### src/rtl/mul_arb.sv
// Round-robin arbiter that shares one multiplier between four requesters.
// A granted request drives mul_a/mul_b and pulses mul_start, waits for
// mul_finish (or a TIMEOUT-cycle budget), then returns a one-cycle done pulse
// to the served requester together with the product and an error flag.
//
// Ports:
//   clk, rst        clock, asynchronous active-low reset
//   req[3:0]        per-requester request level
//   a_in, b_in      packed operands, requester i in [i*WIDTH +: WIDTH]
//   done[3:0]       one-hot completion pulse to the served requester
//   res_out, err    product (0 on timeout) and timeout flag, held until next done
//   busy, owner     not-idle flag and index of the current grant
//   mul_start       one-cycle start pulse to the shared multiplier
//   mul_a, mul_b    operands latched at grant
//   mul_res         multiplier product
//   mul_finish      multiplier completion flag, only honoured while waiting
module mul_arb #(
  parameter int unsigned WIDTH   = 4,
  parameter int unsigned TIMEOUT = 64
) (
  input  logic                 clk,
  input  logic                 rst,
  input  logic [3:0]           req,
  input  logic [4*WIDTH-1:0]   a_in,
  input  logic [4*WIDTH-1:0]   b_in,
  output logic [3:0]           done,
  output logic [2*WIDTH-1:0]   res_out,
  output logic                 err,
  output logic                 busy,
  output logic [1:0]           owner,
  output logic                 mul_start,
  output logic [WIDTH-1:0]     mul_a,
  output logic [WIDTH-1:0]     mul_b,
  input  logic [2*WIDTH-1:0]   mul_res,
  input  logic                 mul_finish
);

  localparam int unsigned NREQ = 4;
  localparam int unsigned CW   = $clog2(TIMEOUT + 1);

  typedef enum logic [1:0] {
    S_IDLE  = 2'd0,
    S_START = 2'd1,
    S_WAIT  = 2'd2,
    S_DONE  = 2'd3
  } state_t;

  state_t               state, state_d;
  logic [1:0]           ptr, ptr_d;
  logic [CW-1:0]        cnt, cnt_d;
  logic [1:0]           owner_d;
  logic [WIDTH-1:0]     a_d, b_d;
  logic                 start_d;
  logic [3:0]           done_d;
  logic [2*WIDTH-1:0]   res_d;
  logic                 err_d;
  logic                 busy_d;
  logic                 grant_found;
  logic [1:0]           grant_idx;

  // Round-robin search: walk from ptr upward; the loop runs high-to-low so
  // the closest requester to ptr is the last (winning) assignment.
  always_comb begin
    grant_found = 1'b0;
    grant_idx   = ptr;
    for (int k = int'(NREQ) - 1; k >= 0; k--) begin
      if (req[ptr + 2'(k)]) begin
        grant_found = 1'b1;
        grant_idx   = ptr + 2'(k);
      end
    end
  end

  // Next-state and next-output logic.
  always_comb begin
    state_d = state;
    ptr_d   = ptr;
    cnt_d   = cnt;
    owner_d = owner;
    a_d     = mul_a;
    b_d     = mul_b;
    start_d = 1'b0;
    done_d  = 4'b0000;
    res_d   = res_out;
    err_d   = err;

    case (state)
      S_IDLE: begin
        if (grant_found) begin
          state_d = S_START;
          owner_d = grant_idx;
          a_d     = a_in[32'(grant_idx) * WIDTH +: WIDTH];
          b_d     = b_in[32'(grant_idx) * WIDTH +: WIDTH];
          start_d = 1'b1;
          cnt_d   = '0;
        end
      end
      S_START: begin
        state_d = S_WAIT;
      end
      S_WAIT: begin
        cnt_d = cnt + CW'(1);
        // A finish on the same cycle the budget runs out still counts.
        if (mul_finish) begin
          state_d = S_DONE;
          res_d   = mul_res;
          err_d   = 1'b0;
          done_d  = 4'(1) << owner;
        end else if (cnt_d == CW'(TIMEOUT)) begin
          state_d = S_DONE;
          res_d   = '0;
          err_d   = 1'b1;
          done_d  = 4'(1) << owner;
        end
      end
      S_DONE: begin
        state_d = S_IDLE;
        ptr_d   = owner + 2'd1;
      end
      default: begin
        state_d = S_IDLE;
      end
    endcase

    busy_d = (state_d != S_IDLE);
  end

  // State register.
  always_ff @(posedge clk or negedge rst) begin
    if (!rst) begin
      state <= S_IDLE;
    end else begin
      state <= state_d;
    end
  end

  // Registered datapath and outputs.
  always_ff @(posedge clk or negedge rst) begin
    if (!rst) begin
      ptr       <= 2'd0;
      cnt       <= '0;
      owner     <= 2'd0;
      mul_a     <= '0;
      mul_b     <= '0;
      mul_start <= 1'b0;
      done      <= 4'b0000;
      res_out   <= '0;
      err       <= 1'b0;
      busy      <= 1'b0;
    end else begin
      ptr       <= ptr_d;
      cnt       <= cnt_d;
      owner     <= owner_d;
      mul_a     <= a_d;
      mul_b     <= b_d;
      mul_start <= start_d;
      done      <= done_d;
      res_out   <= res_d;
      err       <= err_d;
      busy      <= busy_d;
    end
  end

endmodule
### config.mk
export PLATFORM = sky130hd
export DESIGN_NAME = mul_arb
export DESIGN_NICKNAME = d
export VERILOG_FILES = /design/src/rtl/mul_arb.sv
export SDC_FILE = /design/constraint.sdc
export NUM_CORES = 1
export LEC_CHECK = 0
export ABC_AREA = 1
export CORE_MARGIN = 1
export CORE_UTILIZATION = 25
export DETAILED_ROUTE_END_ITERATION = 10
export GPL_ROUTABILITY_DRIVEN = 0
export SYNTH_ARGS = -nofsm -noshare
export SYNTH_HDL_FRONTEND = slang
export SYNTH_SLANG_ARGS = --single-unit
### constraint.sdc
create_clock -name clk -period 2.9 [get_ports clk]
set_input_delay 0.29 -clock clk [delete_from_list [all_inputs] [get_ports clk]]
set_output_delay 0.29 -clock clk [all_outputs]
set_load 0.01 [all_outputs]
* Word-level counts from Yosys, hierarchy flattened
Cells that the tools add are included.
Storage, ports and cells: bits in registers 36, output and inout bits 25, word-level logic and storage cells 66
Operators by class: add/sub/neg operators 5, magnitude comparators 4, equality and inequality tests 5, shifts and indexed selects 3, mux-type cells 31, reductions and logical operators 7
Operators by type and width (number):
- $shiftx A16 B5 Y4 | 2
- $mux W8 | 2
- $mux W2 | 7
- $pmux W7 S2 | 1
- $lt A2 B3 Y1 const B | 4
- $mux W1 | 12
- $mux W4 | 3
- $bmux W1 S2 | 4
- $pmux W2 S4 | 1
- $add A7 B1 Y7 const B | 1
- $eq A7 B7 Y1 const B | 1
- $mux W7 | 1
- $reduce_and A2 Y1 | 3
- $reduce_bool A2 Y1 | 3
- $add A2 B1 Y2 const B | 2
- $add A2 B2 Y2 const B | 2
- $eq A2 B2 Y1 const B | 2
- $shl A1 B2 Y4 const A | 1
- $eq A2 B1 Y1 const B | 1
- $logic_not A2 Y1 | 1
- $ne A2 B2 Y1 const B | 1

* Logic depth before layout (Yosys ltp)
Gate-level depths: netlist of the first run.
word-level depth 10, mapped depth 16, depth with buffers taken out 14

* Worst setup path before layout of the first run
OpenSTA, ideal clock, no wires.
path kind reg2reg, start point register cnt[0], end point register res_out[2], setup time 0.117 ns, arrival time 1.548 ns, slack 1.235 ns, stages on the path, launching flop included 12, path buffers 1, clock period less this slack 1.665 ns, path through dfrtp_1 ha_1 nand2_1 inv_1 nand4_1 xor2_1 nand3_1 o21ai_2 nand2_1 buf_4 nand2_1 nand2_1
Between the ends: cells in the longest elaborated chain, start to end 4
RTL lines:
- start: declaration | RTL line 50 | logic [CW-1:0] cnt, cnt_d;
- start signal: assignment | RTL line 152 | cnt <= cnt_d;
- $add A7 B1 Y7 | RTL line 102 | cnt_d = cnt + CW'(1);
- $eq A7 B7 Y1 | RTL line 109 | end else if (cnt_d == CW'(TIMEOUT)) begin
- $reduce_bool A2 Y1 (no source line)
- $reduce_and A2 Y1 (no source line)
- end signal: assignment | RTL line 158 | res_out <= res_d;
- end: declaration | RTL line 27 | output logic [2*WIDTH-1:0] res_out,
No other way between the ends. A chain may end at the register's enable or synchronous reset.

* Worst setup path after layout of the first run
start point register ptr[0], end point register mul_b[0]
Between the ends: cells in the longest elaborated chain, start to end 8
RTL lines:
- start: declaration | RTL line 49 | logic [1:0] ptr, ptr_d;
- start signal: assignment | RTL line 151 | ptr <= ptr_d;
- $add A2 B2 Y2 | RTL line 67, 69
- $bmux W1 S2 | RTL line 67 | if (req[ptr + 2'(k)]) begin
- $mux W1 (not written as such) | RTL line 67
- $mux W2 / $mux W1 (equally long branches) (4 in series) | RTL line 67
- $shiftx A16 B5 Y4 / $reduce_and A2 Y1 (equally long branches)
- end signal: assignment | RTL line 144 | mul_b <= '0;
- end signal: assignment | RTL line 155 | mul_b <= b_d;
- end: declaration | RTL line 33 | output logic [WIDTH-1:0] mul_b,
Parallel ways exist; a longest one is shown, timed or not. The select of a mux whose other input is x is not followed.

==> summary.md, run 1 <==
| Metric | Value |
|---|---|
| Post-CTS setup buffer count | `0` |
| Largest net degree at the start of global routing | `37` |
| Routed wire per std cell | `11.2 um` |
| GRT Residual Overflow | `0` |
| Synth Warn # | `0` |
| CTS sink count | `36` |
| Final #Nets | `around 400` |
| Worst-Margin Slew | `~0.8 ns` |
| FMAX | `between 0.4 and 0.5 GHz` |
| Setup total negative slack | `0 ns` |
| Yosys reg bits | `36` |
| Hold/Removal Path Class | `in2async` |
| Number of vias per cell | `between 4 and 5` |
| Post-synthesis cell count | `275` |
| Slew Viols, Final | `0` |
| Worst r2r src | `ptr[0]$_DFFE_PN0N_` |
| RR Endpoint | `mul_b[0]$_DFFE_PN0P_` |
| Lkg Pwr | `between 1 and 1.5 nW` |
| Max transition margin | `47.5%` |
| # port buffers | `just over 70` |
| First-pass GRT wire length | `between 8000 and 9000 um` |
| Fin area | `just under 3000 um2` |
| Initial antenna violation count | `0` |
| Drt drc | `0` |
| CTS root buf | `clkbuf_8` |
| DP HPWL | `3740 um` |
| Count of cell types in the netlist | `24` |
| Kind of start point of the critical path | `flop` |
| Die Ht | `approximately 94 um` |
| Met1 wire length | `approximately 2300 um` |
| Io pins | `72` |
| Clock slew at reported path FFs | `0.07 ns` |
| Worst skew pair latency | `between 0.2 and 0.3 ns` |
| TritonCTS clock tree | `done` |
| Num rows | `33` |
| Total Routed Length | `just over 5000 um` |
| Layout cells sized above 1 | `7.54%` |
| H-tree depth | `2` |
| Maximum vdd drop | `between 0.0003 and 0.0004 V` |
| P per Cell Area | `1030 nW/um2` |
| Post-synth design cell area | `2110 um2` |
| CP endpoint kind | `flop` |
| Max Buffers Root-to-Sink | `2` |
| Worst reg2reg path depth | `11` |
| Status | `complete, no violations` |
| Area grow syn2layout | `41.4%` |
| First DRT Iteration DRCs | `83` |
| Antenna Nets Post-Route | `0` |
| Wire length on met2 | `2190 um` |
| Drt pass-1 iters | `5` |
| Chip Width | `about 94 um` |
| Number of global-route vias before repair | `about 1900` |
| Avg Cell Area, Syn | `between 7 and 8 um2` |
| Most common cell after layout, fill and taps aside | `nand2_1` |
| Crit path max fanout | `12` |
| Register area share after synthesis | `roughly 43%` |
| Syn Nets | `332` |
| Flop2flop setup slack | `roughly 0.74 ns` |
| Clock Skew | `roughly 0.0056 ns` |
| GRT Total Usage | `between 10% and 20%` |
| Worst EP arrival | `about 2.3 ns` |
| Most frequent cells in the layout | `96 x nand2_1, 70 x clkdlybuf4s50_1, 51 x nand3_1` |
| Number of buffers created by CTS | `5` |
| Via count | `1947` |
| Top layer in use | `met4` |
| Minimum clock period | `about 2.2 ns` |
| Met3 routed WL | `411 um` |
| Critical path class | `reg2reg` |
| Final worst-path cycle share | `74.6%` |
| Total of max-cap violations | `0` |
| Die area | `8810 um2` |
| Setup violations, final | `0` |
| Critical Path RT | `between 3 and 4 ns` |
| Dpl cell area | `between 2000 and 3000 um2` |
| Initial Util | `between 20% and 30%` |
| Hold_buf cts | `0` |
| Final hold viol count | `0` |
| Unrepaired setup endpoints after global routing | `false` |
| Core box area | `between 8000 and 9000 um2` |
| ANT cells | `0` |
| PostCTS Resize Cnt | `0` |
## cell usage after synthesis, drive strengths merged
library cell / number / share of area, %
nand3: 53 / 13
buf: 8 / 2.8
ha: 10 / 5.9
nor3: 1 / 0.24
a21oi: 2 / 0.47
xor2: 4 / 1.7
inv: 29 / 5.5
dfrtp: 36 / 43
nand3b: 1 / 0.36
nor2: 10 / 1.8
o22ai: 2 / 0.59
nand2: 104 / 20
o21ai: 12 / 3.2
nand4: 2 / 1.3
clkinv: 1 / 0.18
## layer usage
layer  vias to the layer above  global-route usage, %
met2                        65                   19.9
met3                        12                   3.32
met4                         0                   4.74
met1                       854                   14.9
li1                       1016                      -
met5                         -                      0
## layout make-up
type	count	area [um2]
clock buffer	7	96.3
multi-input combinational	201	1030
timing repair buffer	71	706
inverter	30	120
tap	105	131
sequential	36	901
fill	850	5190
## how the worst max path moves through the flow
stage                                   from                endpoint  slack, ns  cells after the start
after global routing      ptr[0]$_DFFE_PN0N_    owner[0]$_DFFE_PN0P_       0.49                     11
final                     ptr[0]$_DFFE_PN0N_    mul_b[0]$_DFFE_PN0P_       0.74                     11
after floorplan           cnt[0]$_DFFE_PN0P_  res_out[2]$_DFFE_PN0P_       1.24                     11
after CTS                 ptr[0]$_DFFE_PN0N_    mul_a[2]$_DFFE_PN0P_       0.73                     11
after global placement                req[1]    mul_b[1]$_DFFE_PN0P_       0.69                     11
after detailed placement              req[1]    owner[0]$_DFFE_PN0P_       0.65                     11
## worst max-delay path: stages, from the launching register on
cell and delay, ns:
dfrtp_1 0.61, inv_8 0.08, nand2_1 0.10, nand2_2 0.06, nand2_1 0.06, nand2_1 0.08
nor2_1 0.11, nand3_1 0.10, nand2_1 0.31, inv_1 0.28, nand3_1 0.17, nand2_1 0.06
## report_power, final
group | internal, mW | switching [mW]
Combinational | 0.740 | 1.10
Sequential | 0.698 | 0.149
Clock | 0.211 | 0.166
Total | 1.65 | 1.41
## state kept, by name, indices dropped and copies added (netlist names)
signal	cells
busy	1
cnt	7
done	4
err	1
mul_a	4
mul_b	4
mul_start	1
owner	2
ptr	2
res_out	8
state	2
## kinds of logic after synthesis
family                   share of synthesized area, %
buffers and inverters                            8.54
AND/OR/NAND/NOR                                  36.9
adder cells (fa/ha/maj)                          5.93
flip-flops                                       42.7
AO/OA/AOI/OAI                                    4.27
XOR/XNOR                                         1.66
## metrics by stage
step | utilization, % | power (mW) | setup slack [ns] | cells | hold WS, ns
2_1_floorplan | - | 2.13 | 1.24 | 275 | -0.00559
3_3_place_gp | 35.3 | 2.69 | 0.688 | 443 | 0.429
3_5_place_dp | 35.3 | 2.71 | 0.648 | 443 | 0.431
4_1_cts | 36.5 | 3.10 | 0.730 | 450 | 0.121
5_1_grt | 36.5 | 3.37 | 0.487 | 450 | 0.157
6_report | 36.5 | 3.06 | 0.737 | 450 | 0.0882
(Power assumes the default switching activity.)
==> inputs of run 2 (changes only) <==
- clock period: 2.9 -> 2.2 ns (I/O delays scaled with it)
==> run 2 against run 1 <==
Effect of this change:
- via count up 1.6%
- maximum frequency is 9.6% higher
- count of clock-buffer cells in the layout decreased by 1
==> summary.md, run 2 (synthesized netlist as in run 1, its figures left out) <==
| Metric | Value |
|---|---|
| Crit path cell chain | `ha_1, nand2_1, inv_1, nand4_1, xor2_1, nand3_1, o21ai_2, nand2_1, nand2_1, nand2_1` |
| CTS root buf | `clkbuf_8` |
| CTS sink count | `36` |
| Largest net degree at the start of global routing | `37` |
| Most common cell after layout, fill and taps aside | `nand2_1` |
| Crit path to | `res_out[4]$_DFFE_PN0P_` |
| Layout fillers | `~860` |
| Antenna Nets Post-Route | `0` |
| Die Ht | `93.9 um` |
| Total of max-cap violations | `0` |
| Critical Path RT | `about 2.4 ns` |
| Number of global-route vias before repair | `between 1500 and 2000` |
| Clock slew at reported path FFs | `0.07 ns` |
| Chip Width | `93.9 um` |
| Core box area | `around 8200 um2` |
| TritonCTS clock tree | `done` |
| Crit path from | `cnt[0]$_DFFE_PN0P_` |
| FF+latch area | `around 900 um2` |
| # port buffers | `slightly above 70` |
| Lkg Pwr | `between 1 and 1.5 nW` |
| Number of buffers created by CTS | `5` |
| Final hold viol count | `0` |
| Final #Nets | `404` |
| Hold_buf cts | `0` |
| Max Buffers Root-to-Sink | `2` |
| Total Routed Length | `5330 um` |
| FMAX | `slightly above 0.5 GHz` |
| Cell mode on critical path | `nand2_1` |
| P per Cell Area | `between 1000 and 1500 nW/um2` |
| First-pass GRT wire length | `8800 um` |
| Area of the multi-input gates | `1030 um2` |
| Clock Skew | `approximately 0.0038 ns` |
| Number of vias per cell | `4.37` |
| CP endpoint kind | `flop` |
| Top flop regs | `res_out x8, cnt x7` |
| Via count | `slightly below 2000` |
| Kind of start point of the critical path | `flop` |
| DP HPWL | `between 3000 and 4000 um` |
| Die area | `slightly below 9000 um2` |
| Initial Util | `between 20% and 30%` |
| CP Buf/Inv Count | `1` |
| Area grow syn2layout | `42.0%` |
| Critical path class | `reg2reg` |
| Minimum clock period | `approximately 2.0 ns` |
| First DRT Iteration DRCs | `63` |
| Power Total | `about 4.1 mW` |
| Biggest register | `res_out` |
| Crit path max fanout | `13` |
| Maximum vdd drop | `approximately 0.00066 V` |
| CP Depth | `10` |
| Max stage delay cell, worst path | `dfrtp_1` |
| Worst skew pair latency | `between 0.2 and 0.3 ns` |
| Unrepaired setup endpoints after global routing | `false` |
| Slew Viols, Final | `0` |
| RR Endpoint | `res_out[4]$_DFFE_PN0P_` |
| Drt drc | `0` |
| CP delay by family, top | `simple AND/OR/NAND/NOR gates` |
| Initial antenna violation count | `0` |
| Routed wire per std cell | `about 12 um` |
| CP peak stage delay | `between 0.4 and 0.5 ns` |
| Most frequent cells in the layout | `96 x nand2_1, 70 x clkdlybuf4s50_1, 51 x nand3_1` |
| Layout cells sized above 1 | `8.62%` |
| Final worst-path cycle share | `89.8%` |
| Io pins | `72` |
| Worst reg2reg path depth | `10` |
| Num rows | `33` |
| Drt pass-1 iters | `4` |
| Max transition margin | `46.3%` |
| Flop2flop setup slack | `0.23 ns` |
| ANT cells | `0` |
| Worst r2r src | `cnt[0]$_DFFE_PN0P_` |
| H-tree depth | `2` |
| Hold/Removal Path Class | `in2async` |
| Post-CTS setup buffer count | `0` |
| GRT Total Usage | `between 10% and 20%` |
| Worst-Margin Slew | `0.805 ns` |
| Max FFs per register | `8` |
| Worst EP arrival | `2.15 ns` |
| GRT Residual Overflow | `0` |
| Setup total negative slack | `0 ns` |
| Status | `complete, no violations` |
| Setup violations, final | `0` |
run 2: how the worst min path moves through the flow:
stage,from,to,depth (start not counted)
4_1_cts,rst,mul_a[2]$_DFFE_PN0P_,1
6_report,rst,mul_a[2]$_DFFE_PN0P_,1
3_3_place_gp,rst,mul_a[2]$_DFFE_PN0P_,1
3_5_place_dp,rst,mul_a[2]$_DFFE_PN0P_,1
5_1_grt,rst,done[3]$_DFF_PN0_,1
2_1_floorplan,rst,busy$_DFF_PN0_,0
run 2: routing by layer:
layer	share of wire [%]	global-route usage, %	vias to the layer above
met5	0	0	-
met4	0.30	2.69	0
met3	7.7	3.40	2
met2	46	21.2	55
met1	46	15.9	908
li1	-	-	1014
run 2: metrics by stage:
step	cells	instance area (um2)	hold WS (ns)	setup slack [ns]	util, %
after floorplan	275	2110	-0.0756	0.535	-
after global placement	445	2900	0.371	0.204	35.5
after detailed placement	445	2900	0.374	0.127	35.5
after CTS	453	2990	0.0626	0.155	36.6
after global routing	453	3000	0.0881	0.00538	36.6
final	453	3000	0.0240	0.225	36.6
run 2: worst register-to-register path: stages, from the launching register on:
cell and delay [ns]:
dfrtp_1 0.42, ha_1 0.23, nand2_1 0.09, inv_1 0.06, nand4_1 0.08, xor2_1 0.20
nand3_1 0.12, o21ai_2 0.16, nand2_1 0.31, nand2_1 0.16, nand2_1 0.06
run 2: final cells by class:
cell class | instances | share of cell area (%)
multi-input cells | 201 | 34.3
flip-flops and latches | 36 | 30.1
repair buffers | 73 | 24.1
well taps | 105 | 4.39
inverters | 30 | 4.01
clock buffers | 6 | 2.76
clock inverters | 2 | 0.334
run 2: report_power, final:
group	internal [mW]	switching [mW]	total, mW
sequential	0.922	0.202	1.12
clock	0.250	0.240	0.490
combinational	1.01	1.45	2.46
total	2.18	1.89	4.08
run 2: timing repair:
item / CTS / global route
gates resized for setup: 0 / 1
endpoints found under the setup margin: 0 / 4
hold endpoints to repair: 0 / 0
==> inputs of run 3 (changes only) <==
- CAP_MARGIN: default -> 40
- SLEW_MARGIN: default -> 0
==> run 3 against run 2 <==
Effect of this change:
- maximum frequency is 0.42% higher
- sequential cell count unchanged
- total power down 0.31%
- non-clock buffer count grew 2
- global-route usage down 0.11 points
- final cell count rose by 0.44%
- register-to-register slack about the same
- clock power down 1%
- count of clock-buffer cells in the layout grew 2
- core utilization up 0.34 points
- via count increased by 0.35%
- critical endpoint is now res_out[5]$_DFFE_PN0P_
- largest cell class unchanged
==> summary.md, run 3 (synthesized netlist as in run 1, its figures left out) <==
| Metric | Value |
|---|---|
| Status | `complete, no violations` |
| # port buffers | `a little over 70` |
| Flop2flop setup slack | `about 0.23 ns` |
| Crit path max fanout | `13` |
| Number of global-route vias before repair | `a little under 2000` |
| Slew Viols, Final | `0` |
| Chip Width | `between 90 and 100 um` |
| Die Ht | `93.9 um` |
| Max stage delay cell, worst path | `dfrtp_1` |
| FMAX | `just over 0.5 GHz` |
| Cell mode on critical path | `nand2_1` |
| Minimum clock period | `roughly 2 ns` |
| Lkg Pwr | `around 1.4 nW` |
| Number of buffers created by CTS | `5` |
| Total Routed Length | `~5300 um` |
| Critical Path RT | `2.37 ns` |
| CP delay by family, top | `simple AND/OR/NAND/NOR gates` |
| Area of the multi-input gates | `just over 1000 um2` |
| DP HPWL | `a little under 4000 um` |
| Worst EP arrival | `between 2 and 2.5 ns` |
| Hold/Removal Path Class | `in2async` |
| P per Cell Area | `1340 nW/um2` |
| Max transition margin | `between 60% and 70%` |
| Io pins | `slightly above 70` |
| Num rows | `33` |
| CTS root buf | `clkbuf_8` |
| Area grow syn2layout | `43.3%` |
| Most frequent cells in the layout | `96 x nand2_1, 70 x clkdlybuf4s50_1, 51 x nand3_1` |
| Final hold viol count | `0` |
| Biggest register | `res_out` |
| Largest net degree at the start of global routing | `35` |
| Kind of start point of the critical path | `flop` |
| Unrepaired setup endpoints after global routing | `false` |
| Clock Skew | `between 0.003 and 0.004 ns` |
| Clock slew at reported path FFs | `around 0.07 ns` |
| Fin area | `slightly above 3000 um2` |
| Power Total | `approximately 4.1 mW` |
| FF+latch area | `~900 um2` |
| Hold_ws | `0.272 ns` |
| Initial Util | `25.8%` |
| Drt pass-1 iters | `4` |
| Initial antenna violation count | `0` |
| Setup total negative slack | `0 ns` |
| Number of vias per cell | `about 4.4` |
| CP endpoint kind | `flop` |
| Antenna Nets Post-Route | `0` |
| CTS sink count | `36` |
| Critical path class | `reg2reg` |
| First-pass GRT wire length | `slightly below 9000 um` |
| CP peak stage delay | `0.43 ns` |
| Die area | `just under 9000 um2` |
| Final core occ | `about 37%` |
| Routed wire per std cell | `11.6 um` |
| CP Buf/Inv Count | `1` |
| Setup violations, final | `0` |
| Max Buffers Root-to-Sink | `2` |
| Most common cell after layout, fill and taps aside | `nand2_1` |
| Layout cells sized above 1 | `approximately 8.3%` |
| Drt drc | `0` |
| GRT Residual Overflow | `0` |
| Top flop regs | `res_out x8, cnt x7` |
| ANT cells | `0` |
| GRT Total Usage | `~12%` |
| Final worst-path cycle share | `89.4%` |
| Via count | `about 2000` |
| First DRT Iteration DRCs | `between 90 and 100` |
| Dpl cell area | `2920 um2` |
| H-tree depth | `2` |
| Maximum vdd drop | `between 0.0005 and 0.0006 V` |
| Layout fillers | `856` |
| Final #Nets | `406` |
| Worst skew pair latency | `around 0.28 ns` |
| TritonCTS clock tree | `done` |
| Post-CTS setup buffer count | `0` |
| Core box area | `8180 um2` |
| Max FFs per register | `8` |
| Total of max-cap violations | `0` |
| Worst-Margin Slew | `0.450 ns` |
| Crit path cell chain | `ha_1, nand2_1, inv_1, nand4_1, xor2_1, nand3_1, o21ai_2, nand2_1, nand2_1, nand2_1` |
-- run 3: cell type report --
type                       instances  area share (%)
multi-input combinational        201            34.0
sequential                        36            29.8
timing repair buffer              75            24.8
tap                              105            4.35
inverter                          30            3.97
clock buffer                       8            2.98
-- run 3: routing by layer --
| layer | global-route usage (%) | wire, um |
|---|---|---|
| met5 | 0 | 0 |
| met2 | 21.8 | 2400 |
| met1 | 14.9 | 2480 |
| met4 | 3.08 | 27 |
| met3 | 3.48 | 392 |
-- run 3: path summary, 6_finish.rpt --
check / start / end / depth (start not counted)
min reg2reg: res_out[0]$_DFFE_PN0P_ / res_out[0]$_DFFE_PN0P_ / 2
max in group asynchronous: rst / ptr[0]$_DFFE_PN0N_ / 3
max: cnt[0]$_DFFE_PN0P_ / res_out[5]$_DFFE_PN0P_ / 10
min in group clk: mul_res[0] / res_out[0]$_DFFE_PN0P_ / 3
min: rst / mul_a[2]$_DFFE_PN0P_ / 2
max reg2reg: cnt[0]$_DFFE_PN0P_ / res_out[5]$_DFFE_PN0P_ / 10
-- run 3: stage by stage --
step                      setup WS [ns]  instances
after floorplan                   0.535        275
after global placement            0.204        445
after detailed placement          0.127        446
after CTS                         0.156        455
after global routing             0.0193        455
final                             0.234        455
-- run 3: report_power, final --
group	switching (mW)	internal (mW)	leakage, nW	total, mW
clock network	0.228	0.256	0.0455	0.484
registers	0.199	0.923	0.457	1.12
logic	1.44	1.02	0.945	2.46
total	1.87	2.19	1.45	4.06
-- run 3: what timing repair did --
| item | in CTS | in global routing |
|---|---|---|
| hold endpoints to repair | 36 | 0 |
| hold buffers | 1 | 0 |
| setup endpoints to repair | 0 | 7 |
| resized for setup | 0 | 1 |
